<file path="src/rtl/serial_sub_if.sv">
// Handshake/data bundle for serial_sub: start/a/b in, busy/done/diff/borrow out.
// Carries ovf only when SERIAL_SUB_OVF_EN is defined; dbg_state mirrors the FSM.
interface serial_sub_if #(
  parameter int WIDTH = 8
) ();
  // start is sampled only while the block is idle (busy=0, done=0); a/b are
  // captured on that same edge. done is a one-cycle pulse and diff/borrow stay
  // valid from the done cycle until the next accepted start.
  logic             start;
  logic [WIDTH-1:0] a;
  logic [WIDTH-1:0] b;
  logic             busy;
  logic             done;
  logic [WIDTH-1:0] diff;
  logic             borrow;
  logic [1:0]       dbg_state;
`ifdef SERIAL_SUB_OVF_EN
  logic             ovf;

  modport master (
    output start, a, b,
    input  busy, done, diff, borrow, ovf, dbg_state
  );
  modport slave (
    input  start, a, b,
    output busy, done, diff, borrow, ovf, dbg_state
  );
`else
  modport master (
    output start, a, b,
    input  busy, done, diff, borrow, dbg_state
  );
  modport slave (
    input  start, a, b,
    output busy, done, diff, borrow, dbg_state
  );
`endif
endinterface

</file>
<file path="src/rtl/serial_sub.sv">
// Bit-serial unsigned subtractor: LSB-first, one bit per cycle, WIDTH+1 cycle latency.
// Optional signed-overflow output enabled by defining SERIAL_SUB_OVF_EN.
module serial_sub #(
  parameter int WIDTH = 8
) (
  input  logic        clk,
  input  logic        rst_n,
  serial_sub_if.slave bus
);

  localparam int            CW       = $clog2(WIDTH) + 1;
  localparam logic [CW-1:0] LAST_BIT = CW'(WIDTH - 1);

  typedef enum logic [1:0] {
    S_IDLE = 2'd0,
    S_RUN  = 2'd1,
    S_DONE = 2'd2
  } state_e;

  state_e           state_q, state_d;
  logic [WIDTH-1:0] a_sh_q, a_sh_d;
  logic [WIDTH-1:0] b_sh_q, b_sh_d;
  logic [WIDTH-1:0] work_q, work_d;
  logic [WIDTH-1:0] diff_q, diff_d;
  logic             bin_q, bin_d;
  logic             borrow_q, borrow_d;
  logic [CW-1:0]    cnt_q, cnt_d;
`ifdef SERIAL_SUB_OVF_EN
  logic             ovf_q, ovf_d;
`endif

  logic x_bit, y_bit, d_bit, bout_bit;

  always_comb begin
    state_d  = state_q;
    a_sh_d   = a_sh_q;
    b_sh_d   = b_sh_q;
    work_d   = work_q;
    diff_d   = diff_q;
    bin_d    = bin_q;
    borrow_d = borrow_q;
    cnt_d    = cnt_q;
`ifdef SERIAL_SUB_OVF_EN
    ovf_d    = ovf_q;
`endif
    x_bit    = a_sh_q[0];
    y_bit    = b_sh_q[0];
    d_bit    = x_bit ^ y_bit ^ bin_q;
    bout_bit = (~x_bit & y_bit) | (~(x_bit ^ y_bit) & bin_q);

    case (state_q)
      S_IDLE: begin
        if (bus.start) begin
          a_sh_d  = bus.a;
          b_sh_d  = bus.b;
          work_d  = '0;
          bin_d   = 1'b0;
          cnt_d   = '0;
          state_d = S_RUN;
        end
      end
      S_RUN: begin
        a_sh_d = a_sh_q >> 1;
        b_sh_d = b_sh_q >> 1;
        work_d = {d_bit, work_q[WIDTH-1:1]};
        bin_d  = bout_bit;
        cnt_d  = cnt_q + CW'(1);
        // Visible outputs change only here, so they hold the old result during RUN.
        if (cnt_q == LAST_BIT) begin
          diff_d   = {d_bit, work_q[WIDTH-1:1]};
          borrow_d = bout_bit;
`ifdef SERIAL_SUB_OVF_EN
          // On the last bit x/y are the operand MSBs and d is the result MSB.
          ovf_d    = (x_bit ^ y_bit) & (d_bit ^ x_bit);
`endif
          state_d  = S_DONE;
        end
      end
      S_DONE: begin
        state_d = S_IDLE;
      end
      default: begin
        state_d = S_IDLE;
      end
    endcase
  end

  always_ff @(posedge clk or negedge rst_n) begin
    if (!rst_n) begin
      state_q  <= S_IDLE;
      a_sh_q   <= '0;
      b_sh_q   <= '0;
      work_q   <= '0;
      diff_q   <= '0;
      bin_q    <= 1'b0;
      borrow_q <= 1'b0;
      cnt_q    <= '0;
`ifdef SERIAL_SUB_OVF_EN
      ovf_q    <= 1'b0;
`endif
    end else begin
      state_q  <= state_d;
      a_sh_q   <= a_sh_d;
      b_sh_q   <= b_sh_d;
      work_q   <= work_d;
      diff_q   <= diff_d;
      bin_q    <= bin_d;
      borrow_q <= borrow_d;
      cnt_q    <= cnt_d;
`ifdef SERIAL_SUB_OVF_EN
      ovf_q    <= ovf_d;
`endif
    end
  end

  assign bus.busy      = (state_q == S_RUN);
  assign bus.done      = (state_q == S_DONE);
  assign bus.diff      = diff_q;
  assign bus.borrow    = borrow_q;
  assign bus.dbg_state = state_q;
`ifdef SERIAL_SUB_OVF_EN
  assign bus.ovf       = ovf_q;
`endif

endmodule
</file>
<file path="src/flat_wrapper.sv">
// flat-port wrapper written by rule: the top's interface ports become plain ports
module serial_sub_flat 
#(
  parameter int WIDTH = 8
)
  (clk, rst_n, bus_start, bus_a, bus_b, bus_busy, bus_done, bus_diff, bus_borrow, bus_dbg_state);
  serial_sub_if #(.WIDTH(WIDTH)) bus_i ();
  input  logic clk;
  input  logic rst_n;
  input wire logic [$bits(bus_i.start)-1:0] bus_start;
  input wire logic [$bits(bus_i.a)-1:0] bus_a;
  input wire logic [$bits(bus_i.b)-1:0] bus_b;
  output wire logic [$bits(bus_i.busy)-1:0] bus_busy;
  output wire logic [$bits(bus_i.done)-1:0] bus_done;
  output wire logic [$bits(bus_i.diff)-1:0] bus_diff;
  output wire logic [$bits(bus_i.borrow)-1:0] bus_borrow;
  output wire logic [$bits(bus_i.dbg_state)-1:0] bus_dbg_state;
  assign bus_i.start = bus_start;
  assign bus_i.a = bus_a;
  assign bus_i.b = bus_b;
  assign bus_busy = bus_i.busy;
  assign bus_done = bus_i.done;
  assign bus_diff = bus_i.diff;
  assign bus_borrow = bus_i.borrow;
  assign bus_dbg_state = bus_i.dbg_state;
  serial_sub #(.WIDTH(WIDTH)) u_core (.clk(clk), .rst_n(rst_n), .bus(bus_i));
endmodule
</file>
<file path="config.mk">
export PLATFORM = sky130hd
export DESIGN_NAME = serial_sub_flat
export DESIGN_NICKNAME = d
export VERILOG_FILES = /design/src/rtl/serial_sub_if.sv /design/src/rtl/serial_sub.sv /design/src/flat_wrapper.sv
export SDC_FILE = /design/constraint.sdc
export NUM_CORES = 1
export LEC_CHECK = 0
export ABC_AREA = 1
export ABC_CLOCK_PERIOD_IN_PS = 1800
export BUFFER_PORTS_ARGS = -buffer_cell sky130_fd_sc_hd__buf_2
export CAP_MARGIN = 20
export CORE_ASPECT_RATIO = 1.25
export CORE_MARGIN = 2
export CORE_UTILIZATION = 57
export CTS_CLUSTER_DIAMETER = 40
export DETAILED_ROUTE_END_ITERATION = 8
export PLACE_DENSITY_LB_ADDON = 0.1
export SETUP_SLACK_MARGIN = 0.1
export SYNTH_ARGS = -nofsm -noshare
export SYNTH_HDL_FRONTEND = slang
export SYNTH_SLANG_ARGS = --single-unit
</file>
<file path="constraint.sdc">
create_clock -name clk -period 1.8 [get_ports clk]
set_input_delay 0.27 -clock clk [delete_from_list [all_inputs] [get_ports clk]]
set_output_delay 0.27 -clock clk [all_outputs]
set_load 0.005 [all_outputs]
</file>
==> results of run 1 <==
## through the flow
step / worst slack (ps) / power, uW / instance area (sq um) / std cells
after floorplan: 691 / 2390 / 1720 / 191
after global placement: 511 / 2600 / 1870 / 252
after detailed placement: 479 / 2690 / 1870 / 252
after CTS: 110 / 3300 / 1960 / 261
after global routing: 109 / 3550 / 1970 / 261
final: 189 / 3290 / 1970 / 261
## logic make-up after synthesis
family / count (synthesis)
AO/OA/AOI/OAI: 6
adder cells (fa/ha/maj): 2
buffers and inverters: 14
flip-flops: 39
AND/OR/NAND/NOR: 130
## flip-flops by register name (all words and copies together) (netlist names)
signal	flops
u_core.a_sh_q	8
u_core.b_sh_q	8
u_core.bus.dbg_state	2
u_core.work_q	7
u_core.bin_q	1
u_core.cnt_q	4
u_core.bus.borrow	1
u_core.bus.diff	8
## layout make-up
| cell class | count | share of cell area |
|---|---|---|
| sequential | 39 | 0.497 |
| tap | 36 | 0.0229 |
| clock inverter | 2 | 0.0178 |
| clock buffer | 6 | 0.0261 |
| timing repair buffer | 34 | 0.0915 |
| inverter | 6 | 0.0153 |
| multi-input combinational | 138 | 0.330 |
## routing by layer
| metal | wire length [um] | GRT usage | vias up |
|---|---|---|---|
| met5 | 0 | 0 | - |
| met4 | 70 | 0.122 | 0 |
| met1 | 1410 | 0.256 | 685 |
| met3 | 156 | 0.0500 | 7 |
| li1 | - | - | 689 |
| met2 | 1720 | 0.403 | 39 |
## layout by cell type, fill, tap and decap left out, drive strengths merged
cell | synthesis | final
nand2 | 80 | 80
nand3 | 42 | 42
dfrtp | 39 | 39
buf | 8 | 33
nor2 | 7 | 7
clkbuf | 0 | 6
inv | 6 | 6
o21ai | 3 | 3
o22ai | 1 | 1
nand4 | 1 | 1
a21oi | 1 | 1
o21bai | 1 | 1
fa | 1 | 1
ha | 1 | 1
clkinv | 0 | 1
bufinv | 0 | 1
dlygate4sd3 | 0 | 1
## critical path, delay by kind of cell, from the launching register on
| family | cells | cell delay (ps) |
|---|---|---|
| flip-flops | 1 | 400 |
| AND/OR/NAND/NOR | 1 | 150 |
| buffers and inverters | 3 | 430 |
## how the worst min path moves through the flow
| stage | from | endpoint | slack [ps] | cells after the start |
|---|---|---|---|---|
| floorplan | rst_n | u_core.a_sh_q[0]$_DFFE_PN0P_ | -30 | 0 |
| global placement | rst_n | u_core.bus.diff[7]$_DFFE_PN0P_ | 340 | 2 |
| detailed placement | rst_n | u_core.bus.diff[7]$_DFFE_PN0P_ | 350 | 2 |
| CTS | bus_a[7] | u_core.a_sh_q[7]$_DFFE_PN0P_ | 100 | 3 |
| global route | bus_b[0] | u_core.b_sh_q[0]$_DFFE_PN0P_ | 120 | 3 |
| finish | bus_a[7] | u_core.a_sh_q[7]$_DFFE_PN0P_ | 110 | 3 |
## power groups by stage
| stage | clock [uW] | sequential (uW) | combinational (uW) |
|---|---|---|---|
| floorplan | 0 | 1490 | 898 |
| global placement | 0 | 1510 | 1090 |
| detailed placement | 0 | 1530 | 1160 |
| CTS | 624 | 1510 | 1170 |
| global route | 654 | 1570 | 1330 |
| finish | 616 | 1520 | 1150 |
## repair_timing
item | 4_1_cts | 5_1_grt
hold endpoints to repair | 39 | 0
setup endpoints to repair | 0 | 1
hold buffers | 1 | 0
resized for setup | 0 | 2
==> qor.csv, run 1 <==
stage,metric,value,unit
setup_path,terminus of the critical flop-to-flop path,u_core.work_q[7]$_DFFE_PN0P_,
setup_path,CP Data Arrival Time,1340,ps
synth,multiplexer share of the synthesized area,0,
synth,"area leader, netlist",dfrtp_1,
pwr,Comb power frac,0.350,
synth,YS warnings,0,
routing,Vias/cell,5.44,
synth,largest family of logic cells by synthesized area,simple AND/OR/NAND/NOR gates,
global_route,first-pass GRT wire length,5870,um
floorplanning,Die Span Y,65.4,um
clock_tree,H-tree depth,2,
routing,drt pass-1 iters,4,
floorplanning,Initial Utilization,0.590,
synth,Post-Synthesis Cell Area,1720,sq um
finish,ANT cells,0,
floorplanning,IO Count,32,
setup_path,WS Path Type,flip-flop to output port,
synth,Synth Area in Compound Gates,0.0196,
timing,final hold vios,0,
routing,WL/cell,12.8,um
pwr,Seq pwr share,0.463,
pwr,P_int,2040,uW
routing,DRC,0,
setup_path,CP cell instances,inv_2 -> nand2_4 -> inv_8 -> buf_2,
synth,XOR/XNOR Fraction of Synth Area,0,
finish,synthesis-to-finish area growth,14.4,%
timing,slew margin rel.,0.679,
run_status,outcome,finished clean,
global_route,total track usage,0.231,
timing,worst hold margin,106,ps
clock_tree,CTS Buf Count,5,
synth,ys flop type,dfrtp_1,
pwr,Leak Pwr,0.00104,uW
synth,most common cell in the synthesized netlist,nand2_1,
timing,min Tclk post-route,1610,ps
synth,async set-reset flop share out of synthesis,1.00,
timing,Max Fclk,621,MHz
flow_run,MaxCap Viol Count,0,
timing,Fin Setup TNS,0,ps
pwr,VDD IR-drop max,1.07,mV
floorplanning,full die area,3480,sq um
timing,Final setup viols,0,
routing,routed wire length,3350,um
floorplanning,core area,2920,sq um
clock_tree,"CTS clk-pin slew, worst paths",120,ps
routing,DR vias,1420,
clock_tree,Clock Tree Root,clkbuf_4,
synth,Post-synth EDFFs,0,
clock_tree,CTS Buffer Depth,2,
pwr,switching portion of total power,0.380,
pwr,clock share of power,0.188,
timing,Layout Skew,9.01,ps
setup_path,"slowest stage delay, CP",400,ps
timing,RSZ-0062 raised after global routing,false,
setup_path,crit start category,flip-flop,
synth,most frequent cells after synthesis,"77 x nand2_1, 41 x nand3_1, 39 x dfrtp_1",
synth,post-synthesis simple-gate area fraction,0.339,
clock_tree,Post-CTS Setup Bufs,0,
synth,synthesized instance count,191,
finish,fraction of layout cells with a size suffix above 1,0.227,
finish,fin nets,245,
global_route,vias in the first global route,1429,
setup_path,"Slowest-stage cell, CP",dfrtp_1,
setup_path,Critical Path Start,u_core.bus.dbg_state[1]$_DFFE_PN0P_,
synth,library cells used by synthesis,23,
synth,Yosys reg bits,39,
clock_tree,insertion delay to the later sink of the worst-skew pair,350,ps
floorplanning,row count,22,
synth,syn nets,212,
synth,post-synthesis average cell area,9.01,sq um
place,dpl hpwl,2250,um
synth,"top cells by area, synth","dfrtp_1 57%, nand2_1 17%, nand3_1 12%",
place,PortBufs,31,
setup_path,r2r setup slk,460,ps
timing,Final Max Tran Viols,0,
global_route,gr ovfl total,0,
finish,# fillers,246,
routing,Final ANT Viol Nets,0,
synth,adder-cell share of the synthesized area,0.0189,
place,gpl congestion,0.766,
synth,post-synthesis sequential area ratio,0.567,
finish,sequential cell area,977,sq um
timing,period utilisation layout,0.895,
finish,area of the multi-input gates,649,sq um
global_route,initial antenna violation count,0,
global_route,pin count of the biggest net entering global routing,40,
pwr,Psw,1250,uW
synth,Synth top area share,0.567,
worst_hold_path,min-delay worst type,input port to flip-flop,
setup_path,crit end category,output port,
clock_tree,CTS tree,yes,
setup_path,data required time of the worst path,1530,ps
setup_path,Reg2Reg Launch Point,u_core.bus.dbg_state[0]$_DFFE_PN0P_,
routing,initial detailed-routing violation count,29,
setup_path,CP endpoint,bus_busy,
finish,"Core Util, Final",0.675,
setup_path,R2R depth,4,
setup_path,"Max FO, Critical Path",26,
timing,worst-margin pin slew,482,ps
clock_tree,Num Clock Sinks,39,
pwr,Pwr per Cell Area,1670,nW/um^2
floorplanning,die width,53.1,um
(Power assumes the default switching activity.)
==> run 2, diff against run 1 <==
Settings changed: CORE_UTILIZATION 57 to 48.
==> run 2 against run 1 <==
Net effect: global-route usage shrank 5.2 points; count of clock-buffer cells in the layout shrank 1; clock power grew 40%; non-clock buffer count is the same; register-to-register slack gained 20 ps; core utilization shrank 8.6 points; clock skew shrank 3.4 ps; die area grew 17%; final area grew 3.2%; via count shrank 3.6%; cell count grew 1.1%; sequential share of layout area shrank 1.6 points.
==> qor.csv, run 2 (synthesized netlist as in run 1, its figures left out) <==
stage,metric,value,unit,change
finish,synthesis-to-finish area growth,18.0,%,
finish,Post-Layout Cell Count,264,,+1.1%
clock_tree,Post-CTS Resized,0,,unchanged
clock_tree,CTS Buffer Depth,2,,unchanged
floorplanning,row count,24,,+9.1%
pwr,clock share of power,0.245,,+0.057
place,dpl hpwl,2200,um,-2.4%
run_status,outcome,finished clean,,
timing,final hold vios,0,,unchanged
place,PortBufs,31,,unchanged
setup_path,WS Path Type,flip-flop to output port,,
routing,Final ANT Viol Nets,0,,unchanged
finish,most frequent cells in the layout,"77 x nand2_1, 41 x nand3_1, 39 x dfrtp_1",,
pwr,Pwr per Cell Area,1730,nW/um^2,+3.4%
timing,Final setup viols,0,,unchanged
pwr,switching portion of total power,0.355,,-0.0248
pwr,Comb power frac,0.324,,-0.026
finish,"most common cell after layout, fill and taps aside",nand2_1,,
finish,fin nets,245,,unchanged
timing,slew margin rel.,0.753,,+0.0738
worst_hold_path,min-delay worst type,input port to flip-flop,,
floorplanning,Initial Utilization,0.498,,-0.0914
clock_tree,"CTS clk-pin slew, worst paths",80,ps,-40 ps
clock_tree,H-tree depth,2,,unchanged
clock_tree,Clock Tree Root,clkbuf_8,,
floorplanning,full die area,4080,sq um,+17%
setup_path,"Max FO, Critical Path",26,,unchanged
routing,routed wire length,3220,um,-3.8%
floorplanning,die width,57.5,um,+8.3%
setup_path,CP Data Arrival Time,1320,ps,-20 ps
routing,initial detailed-routing violation count,41,,+41%
pwr,Psw,1250,uW,-0.26%
clock_tree,Num Clock Sinks,39,,unchanged
global_route,pin count of the biggest net entering global routing,40,,unchanged
global_route,gr ovfl total,0,,unchanged
pwr,VDD IR-drop max,1.16,mV,+8.7%
pwr,"Power, Total",3510,uW,+6.7%
setup_path,crit start category,flip-flop,,
clock_tree,CTS Buf Count,5,,unchanged
setup_path,data required time of the worst path,1530,ps,about the same
pwr,Seq pwr share,0.431,,-0.032
finish,fraction of layout cells with a size suffix above 1,0.222,,-0.00444
global_route,vias in the first global route,1393,,-2.5%
timing,min Tclk post-route,1590,ps,-19.3 ps
routing,drt pass-1 iters,4,,unchanged
routing,WL/cell,12.2,um,-4.9%
timing,RSZ-0062 raised after global routing,false,,
timing,Fin Setup TNS,0,ps,unchanged
flow_run,MaxCap Viol Count,0,,unchanged
global_route,initial antenna violation count,0,,unchanged
routing,Vias/cell,5.19,,-4.7%
floorplanning,Die Span Y,70.9,um,+8.4%
clock_tree,CTS tree,yes,,
place,gpl congestion,0.787,,+2.8%
routing,DRC,0,,unchanged
place,Cells after DPL,255,,+1.2%
timing,worst-margin pin slew,370,ps,-112 ps
routing,DR vias,1369,,-3.6%
global_route,total track usage,0.179,,-0.0518
timing,period utilisation layout,0.884,,-0.0107
floorplanning,IO Count,32,,unchanged
global_route,first-pass GRT wire length,5690,um,-2.9%
timing,Layout Skew,5.60,ps,-3.41 ps
clock_tree,insertion delay to the later sink of the worst-skew pair,290,ps,-60 ps
pwr,Leak Pwr,0.00106,uW,+1.9%
floorplanning,core area,3450,sq um,+18%
pwr,P_int,2260,uW,+11%
timing,Max Fclk,628,MHz,+1.2%
setup_path,crit end category,output port,,
finish,ANT cells,0,,unchanged
timing,Final Max Tran Viols,0,,unchanged
run 2: cell type report:
| cell class | count | area [sq um] |
|---|---|---|
| Clock buffer | 5 | 68.8 |
| Sequential cell | 39 | 976 |
| Tap cell | 39 | 48.8 |
| Clock inverter | 3 | 67.6 |
| Multi-Input combinational cell | 138 | 649 |
| Fill cell | 325 | 1420 |
| Timing Repair Buffer | 34 | 193 |
| Inverter | 6 | 27.5 |
run 2: metal layers:
metal / GRT usage / vias up / wire length, um
met3: 0.0567 / 4 / 151
met2: 0.304 / 36 / 1650
met5: 0 / - / 0
met1: 0.200 / 642 / 1380
li1: - / 687 / -
met4: 0.0879 / 0 / 36
run 2: critical path, cell delays in order (launching register included):
cell and delay [ps]:
dfrtp_1 470, nand2_4 190, inv_6 220, buf_2 150
run 2: worst paths after layout:
kind	endpoint	from	cells after the start	slack, ps
max in group asynchronous	u_core.a_sh_q[5]$_DFFE_PN0P_	rst_n	3	1140
worst max register to register	u_core.work_q[7]$_DFFE_PN0P_	u_core.bus.dbg_state[0]$_DFFE_PN0P_	4	480
worst min register to register	u_core.bus.diff[5]$_DFFE_PN0P_	u_core.bus.diff[5]$_DFFE_PN0P_	2	470
worst max-delay path	bus_busy	u_core.bus.dbg_state[0]$_DFFE_PN0P_	3	210
min in group asynchronous	u_core.work_q[7]$_DFFE_PN0P_	rst_n	3	470
worst min-delay path	u_core.a_sh_q[7]$_DFFE_PN0P_	bus_a[7]	3	180
run 2: through the flow:
stage | utilization | worst slack, ps | area [sq um] | hold WS [ps]
5_1_grt | 0.588 | 122 | 2030 | 172
3_5_place_dp | 0.546 | 494 | 1880 | 254
4_1_cts | 0.588 | 196 | 2030 | 169
6_report | 0.588 | 208 | 2030 | 178
3_3_place_gp | 0.546 | 515 | 1880 | 252
2_1_floorplan | - | 691 | 1720 | -25.6
run 2: power groups by stage:
stage          registers, uW  logic (uW)  clock network, uW
2_1_floorplan           1490         898                  0
3_3_place_gp            1520        1120                  0
3_5_place_dp            1530        1150                  0
4_1_cts                 1510        1160                876
5_1_grt                 1560        1310                918
6_report                1510        1140                861
run 2: what timing repair did:
| action | in CTS | in global routing |
|---|---|---|
| buffers inserted | 0 | 0 |
| endpoints found under the hold margin | 39 | 0 |
| hold buffers | 1 | 0 |
| endpoints found under the setup margin | 0 | 0 |
